$ cat config.mk
export PLATFORM = sky130hd
export DESIGN_NAME = ifetch_queue
export DESIGN_NICKNAME = d
export VERILOG_FILES = /design/src/rtl/ifetch_queue.sv
export SDC_FILE = /design/constraint.sdc
export NUM_CORES = 1
export LEC_CHECK = 0
export ABC_CLOCK_PERIOD_IN_PS = 4500
export CAP_MARGIN = 25
export CELL_PAD_IN_SITES_DETAIL_PLACEMENT = 1
export CELL_PAD_IN_SITES_GLOBAL_PLACEMENT = 1
export CORE_MARGIN = 5
export CORE_UTILIZATION = 46
export DETAILED_ROUTE_END_ITERATION = 8
export PLACE_DENSITY_LB_ADDON = 0.15
export SYNTH_ARGS = -nofsm -noshare
export SYNTH_HDL_FRONTEND = slang
export SYNTH_SLANG_ARGS = --single-unit
$ cat constraint.sdc
create_clock -name clk -period 4.5 [get_ports clk]
set_clock_uncertainty 0.15 [all_clocks]
set_input_delay 0.9 -clock clk [delete_from_list [all_inputs] [get_ports clk]]
set_output_delay 0.9 -clock clk [all_outputs]
set_load 0.005 [all_outputs]
$ cat src/rtl/ifetch_queue.sv
// Instruction fetch front end: issues sequential imem requests under a credit limit,
// buffers in-order responses with their PCs, and flushes/refetches on an EX redirect.
module ifetch_queue #(
  parameter int                   ADDR_SIZE  = 32,
  parameter int                   INSTR_SIZE = 32,
  parameter int                   DEPTH      = 4,
  parameter logic [ADDR_SIZE-1:0] RESET_PC   = '0
) (
  input  logic                  clk,
  input  logic                  reset,
  input  logic                  redirect_i,
  input  logic [ADDR_SIZE-1:0]  redirect_pc_i,
  input  logic                  stall_i,
  output logic                  imem_req_valid,
  output logic [ADDR_SIZE-1:0]  imem_req_addr,
  input  logic                  imem_req_ready,
  input  logic                  imem_rsp_valid,
  input  logic [INSTR_SIZE-1:0] imem_rsp_data,
  output logic [INSTR_SIZE-1:0] instrF,
  output logic [ADDR_SIZE-1:0]  pcF,
  output logic                  validF
);

  localparam int PTR_W = $clog2(DEPTH);
  localparam int CNT_W = PTR_W + 1;
  localparam int SUM_W = CNT_W + 1;
  localparam logic [INSTR_SIZE-1:0] NOP = INSTR_SIZE'(32'h0000_0013);

  logic [ADDR_SIZE-1:0]  fetch_pc, rsp_pc;
  logic [PTR_W-1:0]      head, tail;
  logic [CNT_W-1:0]      count, outstanding, drop_cnt;
  logic [INSTR_SIZE-1:0] instr_mem [DEPTH];
  logic [ADDR_SIZE-1:0]  pc_mem    [DEPTH];

  logic                  fire, rsp_accept, push, pop;
  logic [SUM_W-1:0]      credit_used;
  logic [ADDR_SIZE-1:0]  target_pc;

  // Every slot that is either queued or still in flight holds one credit, so a
  // response always finds room in the queue.
  assign credit_used    = {1'b0, count} + {1'b0, outstanding};
  assign imem_req_valid = reset & ~redirect_i & (credit_used < SUM_W'(DEPTH));
  assign imem_req_addr  = fetch_pc;
  assign fire           = imem_req_valid & imem_req_ready;

  // Responses with nothing in flight are leftovers from before a reset.
  assign rsp_accept = imem_rsp_valid & (outstanding != '0);
  assign push       = rsp_accept & ~redirect_i & (drop_cnt == '0);
  assign pop        = validF & ~stall_i & ~redirect_i;
  assign target_pc  = redirect_pc_i & ~ADDR_SIZE'(3);

  assign validF = reset & (count != '0);
  assign instrF = validF ? instr_mem[head] : NOP;
  assign pcF    = validF ? pc_mem[head]    : '0;

  // NOTE: sequential state uses non-blocking assignments so every register
  // samples the pre-edge values of its peers, independent of statement order.
  always_ff @(posedge clk) begin
    if (!reset) begin
      fetch_pc    <= RESET_PC;
      rsp_pc      <= RESET_PC;
      head        <= '0;
      tail        <= '0;
      count       <= '0;
      outstanding <= '0;
      drop_cnt    <= '0;
    end else begin
      outstanding <= outstanding + CNT_W'(fire) - CNT_W'(rsp_accept);
      if (redirect_i) begin
        // Everything still in flight belongs to the wrong path; one of those
        // responses may be arriving right now and is discarded here.
        fetch_pc <= target_pc;
        rsp_pc   <= target_pc;
        head     <= tail;
        count    <= '0;
        drop_cnt <= outstanding - CNT_W'(rsp_accept);
      end else begin
        if (fire)
          fetch_pc <= fetch_pc + ADDR_SIZE'(4);
        if (rsp_accept && drop_cnt != '0)
          drop_cnt <= drop_cnt - CNT_W'(1);
        if (push) begin
          rsp_pc <= rsp_pc + ADDR_SIZE'(4);
          tail   <= tail + PTR_W'(1);
        end
        if (pop)
          head <= head + PTR_W'(1);
        count <= count + CNT_W'(push) - CNT_W'(pop);
      end
    end
  end

  // NOTE: queue storage is not reset; count gates every read, so stale
  // contents are never observable.
  always_ff @(posedge clk) begin
    if (push) begin
      instr_mem[tail] <= imem_rsp_data;
      pc_mem[tail]    <= rsp_pc;
    end
  end

endmodule

# After elaboration in Yosys (flattened, before gate mapping)
# Memories as Yosys holds them, arrays and structs flattened. A register that Yosys moved wholly into a read port is not among the register bits.
# Cells that the tools add are included.
[word_totals]
input_bits = 70
regBits = 77
memories = 2
word_cells = 62
output_inout_bits = 98
ram_bits = 256
[memory_table]
columns = ["memory", "words", "width", "read_ports", "rd_clocked_by_memory_dff", "write_ports", "line", "source"]
rows = [
  ["instr_mem", 4, 32, 1, 1, 1, "32", "logic [INSTR_SIZE-1:0] instr_mem [DEPTH];"],
  ["pc_mem", 4, 32, 1, 1, 1, "33", "logic [ADDR_SIZE-1:0] pc_mem [DEPTH];"],
]
[classes]
n_addsub = 11
mux = 16
order_cmp = 1
reduce_logical = 11
bitwise_logic = 12
[op_table]
columns = ["op", "n"]
rows = [
  ["32-bit 2-to-1 mux", 6],
  ["32-bit by 3-bit adder with 32-bit output (second input constant)", 2],
  ["2-bit 2-to-1 mux", 6],
  ["1-bit AND", 9],
  ["3-bit nonzero test", 3],
  ["3-bit by 1-bit subtractor with 3-bit output", 3],
  ["2-bit nonzero test", 4],
  ["3-bit by 1-bit adder with 3-bit output", 2],
  ["3-bit 2-to-1 mux", 2],
  ["2-bit by 1-bit adder with 2-bit output (second input constant)", 2],
  ["3-bit by 3-bit adder with 4-bit output", 1],
  ["4-bit by 3-bit less-than comparator with 1-bit output (second input constant)", 1],
  ["3-bit zero test", 1],
  ["1-bit inverter", 3],
  ["3-bit by 1-bit subtractor with 3-bit output (second input constant)", 1],
  ["1-bit 2-to-1 mux", 2],
  ["2-bit AND reduction", 1],
  ["2-bit OR reduction", 1],
  ["1-bit logical AND", 1],
]

# Depth between registers and ports, before layout
# Gate-level depths: netlist (run 1).
[logic_depth]
ltp_word = 8
depth_mapped = 12

# Worst setup path after synthesis (run 1)
# Ideal clock, no wire load.
[synth_timing]
path_type = "input-to-reg"
from = "input imem_rsp_valid"
to = "memory instr_mem[1][0] (enable)"
arrival_time_ns = 3.015
path_slack_ns = 0.908
path_buffers = 1
required_ns = 3.924
stages = 4
path_cell_list = "o31ai_1 nor3_1 clkbuf_1 and2_1"
[synth_between]
elab_chain_cells = 5
[synth_rtl]
columns = ["element", "line", "source"]
rows = [
  ["from (decl)", "17", "input logic imem_rsp_valid,"],
  ["1-bit AND", "47", "assign rsp_accept = imem_rsp_valid & (outstanding != '0);"],
  ["1-bit AND (2 in a row)", "48", "assign push = rsp_accept & ~redirect_i & (drop_cnt == '0);"],
  ["1-bit 2-to-1 mux", "96", "if (push) begin"],
  ["1-bit 2-to-1 mux (not written as such)", "97", "instr_mem[tail] <= imem_rsp_data;"],
  ["to (decl)", "32", ""],
]
# Every way passes these cells.

# Worst setup path after layout (run 1)
[layout_timing]
from = "input reset"
to = "output instrF[4]"
[layout_between]
elab_chain_cells = 2
[layout_rtl]
columns = ["element", "line", "source"]
rows = [
  ["from (decl)", "10", "input logic reset,"],
  ["1-bit AND", "52", "assign validF = reset & (count != '0);"],
  ["32-bit 2-to-1 mux", "53", "assign instrF = validF ? instr_mem[head] : NOP;"],
  ["to (decl)", "19", "output logic [INSTR_SIZE-1:0] instrF,"],
]
# Every way passes these cells.

==> qor.yml, run 1 <==
outcome: "finished clean"
dpl_worst_slack_ns: 0.543
clockBufferDepth: 3
core_um2: 28900
ys.flop_type: "edfxtp_1"
yosys_register_bits: 323
end_kind: "primary output"
final_common_cell: "edfxtp_1"
max-vdd-ir-drop_mv: 0.214
ctsResizeCount: 0
grt_pass1_vias: 8897
netlist.area_leader.share_pct: 54.9
final_layout_size_suffix_gt1_share_pct: 13.4
period_share_pct: 87.0
clk_pin_slew_ns: 0.06
netlist_area_um2: 13600
cts_tree: "done"
setup_viol: 0
cap_viol_max_count: 0
vias_per_cell: 5.55
p_leak_uw: 0.00538
drv_slew: 0
wl_per_cell_um: 21.5
ys_warn_count: 0
critPathRequiredTime_ns: 3.45
synth_edf_count: 248
gp_congestion: 0.789
rsz0062_at_grt: "no"
die-area_um2: 33000
drt_iter0_drc: 456
cts_setup_buffers: 0
power_density_nw_per_um2: 417
vias: 8371
finalNetCount: 1184
diodes: 0
setup_slack_ns: 0.584
start_kind: "primary input"
hold_buffers: 0
syn_avg_cell_area_um2: 14.8
dr.pass1.iters: 4
syn_inst: 918
synth_top_area_cell: "edfxtp_1"
io_pins: 168
fmax_mhz: 255
clk_latency_ns: 0.51
grt_overflow_total: 0
tightestPinTransition_ns: 0.901
syn_to_final_growth_pct: 24.2
grt_max_degree: 66
hold_viol: 0
path_class: "primary input to primary output"
initial_core_util_pct: 46.9
fin_crit_ns: 3.92
fp.dieH_um: 182
portBuffers: 161
dpl.hpwl_um: 21400
seq_area_frac_synth_pct: 66.0
cp_max_fo: 65
hp-class: "flip-flop to flip-flop"
num_rows: 62
max_slew_margin_pct: 39.4
drcViolationCount: 0
synth_cell_types: 58
fin_setup_tns_ns: 0
cts.htree.levels: 2
ys_top_cells_by_area: "edfxtp_1 55%, dfxtp_1 11%, mux4_2 10%"
cts_made_buffers: 36
cts_sinks: 323
drt_wl_total_um: 32500
ant_nets: 0
async_reset_ff_share_pct: 0
grt_pass1_wl_um: 51100
die_w_um: 182
track_usage_pct: 19.4
mostFrequentLayoutCells: "248 x edfxtp_1, 161 x clkdlybuf4s50_1, 73 x dfxtp_1"
crit_arrival_ns: 2.87
cts-root-buf: "clkbuf_16"
antenna_found_initial: 0
synthesized netlist by cell type (4+ instances only):
| library cell | n |
|---|---|
| edfxtp_1 | 248 |
| dfxtp_1 | 75 |
| mux4_2 | 62 |
| nor2b_1 | 61 |
| a21oi_1 | 46 |
| nand2_1 | 44 |
| o21ai_0 | 41 |
| clkbuf_1 | 34 |
| nand3_1 | 30 |
| nor2_1 | 28 |
| xnor2_1 | 24 |
| nand4_1 | 23 |
| xor2_1 | 20 |
| inv_1 | 19 |
| ha_1 | 16 |
| and2_1 | 15 |
| nor3_1 | 15 |
| a31oi_1 | 12 |
| nor4_1 | 10 |
| or3_1 | 9 |
| buf_2 | 7 |
| and3_1 | 6 |
| buf_4 | 5 |
| o21a_1 | 5 |
| a211oi_1 | 4 |
| and4_1 | 4 |
| o211ai_1 | 4 |
layout make-up:
type / count / area (µm²)
clock inverter: 18 / 141
multi-input combinational: 530 / 4370
clock buffer: 48 / 967
tap: 384 / 480
sequential: 323 / 8950
inverter: 21 / 78.8
fill: 2736 / 12100
timing repair buffer: 184 / 1860
registers in the layout (all words and copies together), names as in the netlist, named ones only:
register       count
pc_mem           120
outstanding        3
instr_mem        128
drop_cnt           3
rsp_pc            30
imem_req_addr     30
tail               2
head               2
count              3
worst max-delay path, cell delays in order:
cell and delay [ns]:
clkdlybuf4s50_1 0.50, o31ai_4 0.09, buf_4 0.59, or2_2 0.23, clkdlybuf4s50_1 0.49
cell families after synthesis:
group	after synthesis	synth area share, %
muxes	65	10.5
adders and majority gates	18	1.77
AOI/OAI and AO/OA	132	5.73
xor gates and xnor gates	44	2.84
other	1	0.0276
buffers and inverters	68	2.08
and+or+nand+nor	267	11.1
DFF	323	66.0
report_power, final:
group          internal (µW)  switching [µW]
Combinational            391             373
Clock                   1630            1130
Sequential              3360             129
Total                   5390            1630
layer usage:
metal,global-route usage (%),up-vias,share of wire (%)
li1,-,3891,-
met1,26.8,4236,45
met2,32.5,206,49
met3,3.44,38,4.8
met4,3.96,0,1.4
met5,0,-,0
worst paths after layout:
kind         slack, ns  cells past startpoint           endpoint               from
max               0.58                      5          instrF[4]              reset
min               0.40                      2  imem_req_addr[28]  imem_req_addr[28]
max reg2reg       1.29                     10     outstanding[2]     outstanding[2]
min reg2reg       0.40                      2  imem_req_addr[28]  imem_req_addr[28]
metrics by stage:
step / hold WS, ns / power [µW] / cells / area [µm²] / utilization, %
final: 0.401 / 7020 / 1508 / 16800 / 58.2
after CTS: 0.395 / 7100 / 1507 / 16800 / 58.2
after global routing: 0.410 / 7320 / 1508 / 16800 / 58.2
after global placement: 0.370 / 4300 / 1441 / 15700 / 54.4
after floorplan: 0.319 / 3990 / 921 / 13600 / -
after detailed placement: 0.387 / 4330 / 1441 / 15700 / 54.4
(Power assumes the default switching activity.)
==> inputs of run 2 (changes only) <==
- CORE_ASPECT_RATIO: unset -> 1.2
==> run 2 against run 1 <==
Against the previous run: non-clock buffer count grew 6; flip-flop and latch count is the same; global-route usage grew 0.38 points; combinational power grew 2%; largest power group unchanged; largest cell class unchanged.
==> qor.yml, run 2 (synthesis gave the netlist of run 1 again) <==
final_common_cell: "edfxtp_1"
grt_pass1_wl_um: 51800
initial_core_util_pct: 46.2
crit_arrival_ns: 2.79
die-area_um2: 33000
start_kind: "primary input"
io_pins: 168
grt_pass1_vias: 9067
power_density_nw_per_um2: 409
hold_viol: 0
whs_path_depth: 2
diodes: 0
ant_nets: 0
hp-start: "imem_req_addr[28]"
ctsResizeCount: 0
r2r-start: "outstanding[2]"
fillers: 2852
finalNetCount: 1185
grt_max_degree: 63
fmax_mhz: 260
hp-class: "flip-flop to flip-flop"
r2r_slack_ns: 1.64
antenna_found_initial: 0
track_usage_pct: 19.7
wl_per_cell_um: 21.7
cts_sinks: 323
cts-root-buf: "clkbuf_16"
vias: 8345
fin_crit_ns: 3.84
cp_max_fo: 13
fp.dieH_um: 198
rsz0062_at_grt: "no"
mostFrequentLayoutCells: "248 x edfxtp_1, 161 x clkdlybuf4s50_1, 73 x dfxtp_1"
final_layout_size_suffix_gt1_share_pct: 14.1
clk_latency_ns: 0.55
dpl.hpwl_um: 22300
max-vdd-ir-drop_mv: 0.299
r2r-end: "outstanding[2]"
regArea_um2: 8950
clk_pin_slew_ns: 0.07
grt_overflow_total: 0
finish.utilization_pct: 57.3
portBuffers: 161
top_register: "instr_mem"
hold_end: "imem_req_addr[28]"
fin_setup_tns_ns: 0
dr.pass1.iters: 4
tightestPinTransition_ns: 0.891
max_slew_margin_pct: 40.0
clockBufferDepth: 3
p_leak_uw: 0.00536
drt_wl_total_um: 32800
path_class: "primary input to primary output"
cts_tree: "done"
period_share_pct: 85.4
drv_slew: 0
cts_setup_buffers: 0
top_regs: "instr_mem (128), pc_mem (120)"
hold_buffers: 0
cap_viol_max_count: 0
largest_register_ffs: 128
syn_to_final_growth_pct: 23.9
die_w_um: 167
drt_iter0_drc: 524
core_um2: 29400
vias_per_cell: 5.52
rr_worst_depth: 10
cts_made_buffers: 31
end_kind: "primary output"
setup_viol: 0
multi_input_area_um2: 4370
num_rows: 69
critPathRequiredTime_ns: 3.45
gp_congestion: 0.799
drcViolationCount: 0
outcome: "finished clean"
cts.htree.levels: 1
==> run 2: cell count changes in the layout (fill, tap and decap cells not counted), sizes merged <==
cell and change:
bufinv +2, clkinvlp +3, clkinv -4, clkbuf -10, buf +6
==> run 2: final cells by class <==
cell class	instances	share of cell area (%)
clock inverters	19	1.28
multi-input cells	530	26.0
clock buffers	38	4.77
inverters	21	0.469
repair buffers	190	11.4
well taps	390	2.90
flip-flops and latches	323	53.3
==> run 2: critical path, cell delays in order <==
cell	delay (ns)
clkdlybuf4s50_1	0.71
nand2b_1	0.39
nor3_1	0.24
clkdlybuf4s50_1	0.55
==> run 2: power by group <==
group          total, µW  internal, µW  switching, µW
Combinational        776           398            378
Sequential          3490          3360            131
Clock               2600          1500           1100
==> run 2: worst max path at each step <==
stage	start	to	slack, ns	depth (start not counted)
final	redirect_i	imem_req_valid	0.66	4
after CTS	flip-flop	pcF[18]	0.56	4
after detailed placement	reset	pcF[12]	0.63	5
after global placement	redirect_i	imem_req_valid	0.61	4
after global routing	flip-flop	pcF[30]	0.51	4
after floorplan	imem_rsp_valid	instr_mem[1][0]	0.91	4
==> run 2: metal layers <==
metal | vias up | share of wire [%] | global-route usage [%]
li1 | 3884 | - | -
met1 | 4198 | 42 | 25.3
met2 | 222 | 51 | 35.7
met3 | 41 | 4.8 | 3.06
met4 | 0 | 1.8 | 4.61
met5 | - | 0 | 0
==> run 2: per-stage QoR <==
step                hold WS, ns  setup WS, ns  cells  power [µW]  area (µm²)
floorplan                 0.319         0.908    921        3990       13600
global placement          0.380         0.607   1452        4320       15800
detailed placement        0.390         0.628   1453        4340       15800
CTS                       0.397         0.563   1510        6950       16800
global route              0.435         0.506   1511        7170       16800
finish                    0.398         0.656   1511        6870       16800
==> inputs of run 3 (changes only) <==
- CORE_MARGIN: 5 -> unset
==> run 3 against run 2 <==
Against the previous run: sequential power about the same; via count up 0.83%; sequential share of layout area about the same; cell count down 0.93%.
==> qor.yml, run 3 (synthesis gave the netlist of run 1 again) <==
start_kind: "flip-flop"
die-area_um2: 30200
hold_slack_ns: 0.397
syn_to_final_growth_pct: 24.0
vias_per_cell: 5.62
finish.utilization_pct: 58.3
grt_pass1_vias: 8994
die_w_um: 159
crit_chain: "buf_12 > mux4_2 > or2_2 > clkdlybuf4s50_1"
cts_made_buffers: 31
timing.critical_path.buf_inv: 2
rr_worst_depth: 10
ant_nets: 0
fp.dieH_um: 190
cts.htree.levels: 1
mostFrequentLayoutCells: "248 x edfxtp_1, 161 x clkdlybuf4s50_1, 73 x dfxtp_1"
fin_setup_tns_ns: 0
setup_viol: 0
r2r_slack_ns: 1.62
portBuffers: 161
p_total_uw: 6980
fillers: 2725
drv_slew: 0
power_density_nw_per_um2: 415
ctsResizeCount: 0
top_register: "instr_mem"
max-vdd-ir-drop_mv: 0.245
dr.pass1.iters: 4
cp_max_fo: 26
track_usage_pct: 21.6
path_class: "flip-flop to primary output"
core_um2: 28800
outcome: "finished clean"
finalNetCount: 1177
hold_viol: 0
grt_pass1_wl_um: 50500
grt_overflow_total: 0
hp-class: "flip-flop to flip-flop"
clk_latency_ns: 0.55
final_common_cell: "edfxtp_1"
clk_pin_slew_ns: 0.07
cts_sinks: 323
io_pins: 168
initial_core_util_pct: 47.0
p_leak_uw: 0.00536
wl_per_cell_um: 21.5
r2r-start: "outstanding[2]"
critical_path.max_stage_delay_ns: 0.71
fin_crit_ns: 3.85
hold_buffers: 0
rsz0062_at_grt: "no"
num_rows: 68
drt_wl_total_um: 32100
final_layout_size_suffix_gt1_share_pct: 13.5
clockBufferDepth: 3
diodes: 0
r2r-end: "outstanding[2]"
cts_tree: "done"
largest_register_ffs: 128
antenna_found_initial: 0
crit_arrival_ns: 2.80
top_regs: "instr_mem (128), pc_mem (120)"
gp_congestion: 0.796
cts-root-buf: "clkbuf_16"
grt_max_degree: 66
dpl.hpwl_um: 21100
max_slew_margin_pct: 28.7
path_delay_family: "buffers and inverters"
cap_viol_max_count: 0
vias: 8414
end_kind: "primary output"
fmax_mhz: 260
critPathRequiredTime_ns: 3.45
period_share_pct: 85.5
cts_setup_buffers: 0
whs_path_depth: 2
hp-start: "imem_req_addr[3]"
drcViolationCount: 0
tightestPinTransition_ns: 1.06
hold_end: "imem_req_addr[3]"
drt_iter0_drc: 509
crit_slowest_cell: "dfxtp_4"
==> run 3: cell types whose count changed in the layout (fill, tap and decap cells not counted), moves of 2 or more <==
cell	before	now
buf_4	21	12
bufinv_16	4	6
clkinv_2	3	5
inv_6	2	0
buf_12	6	9
==> run 3: how the worst max path moves through the flow <==
stage / endpoint / slack [ns] / cells past startpoint
6_report: instrF[4] / 0.65 / 4
5_1_grt: instrF[4] / 0.46 / 4
4_1_cts: instrF[4] / 0.57 / 4
3_5_place_dp: instrF[1] / 0.78 / 5
3_3_place_gp: instrF[4] / 0.80 / 5
2_1_floorplan: instr_mem[1][0] / 0.91 / 4
==> run 3: metal layers <==
metal	global-route usage [%]	part of all wire (%)	vias up
li1	-	-	3871
met5	0	0	-
met1	27.5	43	4272
met4	6.35	2.0	0
met2	38.5	51	227
met3	2.81	4.2	44
==> run 3: tightest hold or removal path: stages (launching register included) <==
cell and delay (ns):
dfxtp_1 0.35, nand2_1 0.07, a31oi_1 0.07
==> run 3: area by class of cell <==
class                   count  area (µm²)  area share, %
repair buffers            182        1880           11.2
well taps                 385         482           2.86
flip-flops and latches    323        8950           53.2
multi-input cells         530        4370           26.0
clock inverters            18         243           1.44
clock buffers              38         812           4.83
inverters                  21        78.8          0.469
==> run 3: where the power goes <==
group / total [µW] / switching (µW) / internal (µW)
clock network: 2710 / 1090 / 1620
logic: 771 / 372 / 399
registers: 3500 / 134 / 3360
total: 6980 / 1600 / 5380
==> run 3: metrics by stage <==
step,setup WS (ns),instance area [µm²],std cells
6_report,0.654,16800,1497
5_1_grt,0.465,16800,1497
4_1_cts,0.569,16800,1497
3_5_place_dp,0.779,15800,1441
3_3_place_gp,0.802,15800,1441
2_1_floorplan,0.908,13600,921
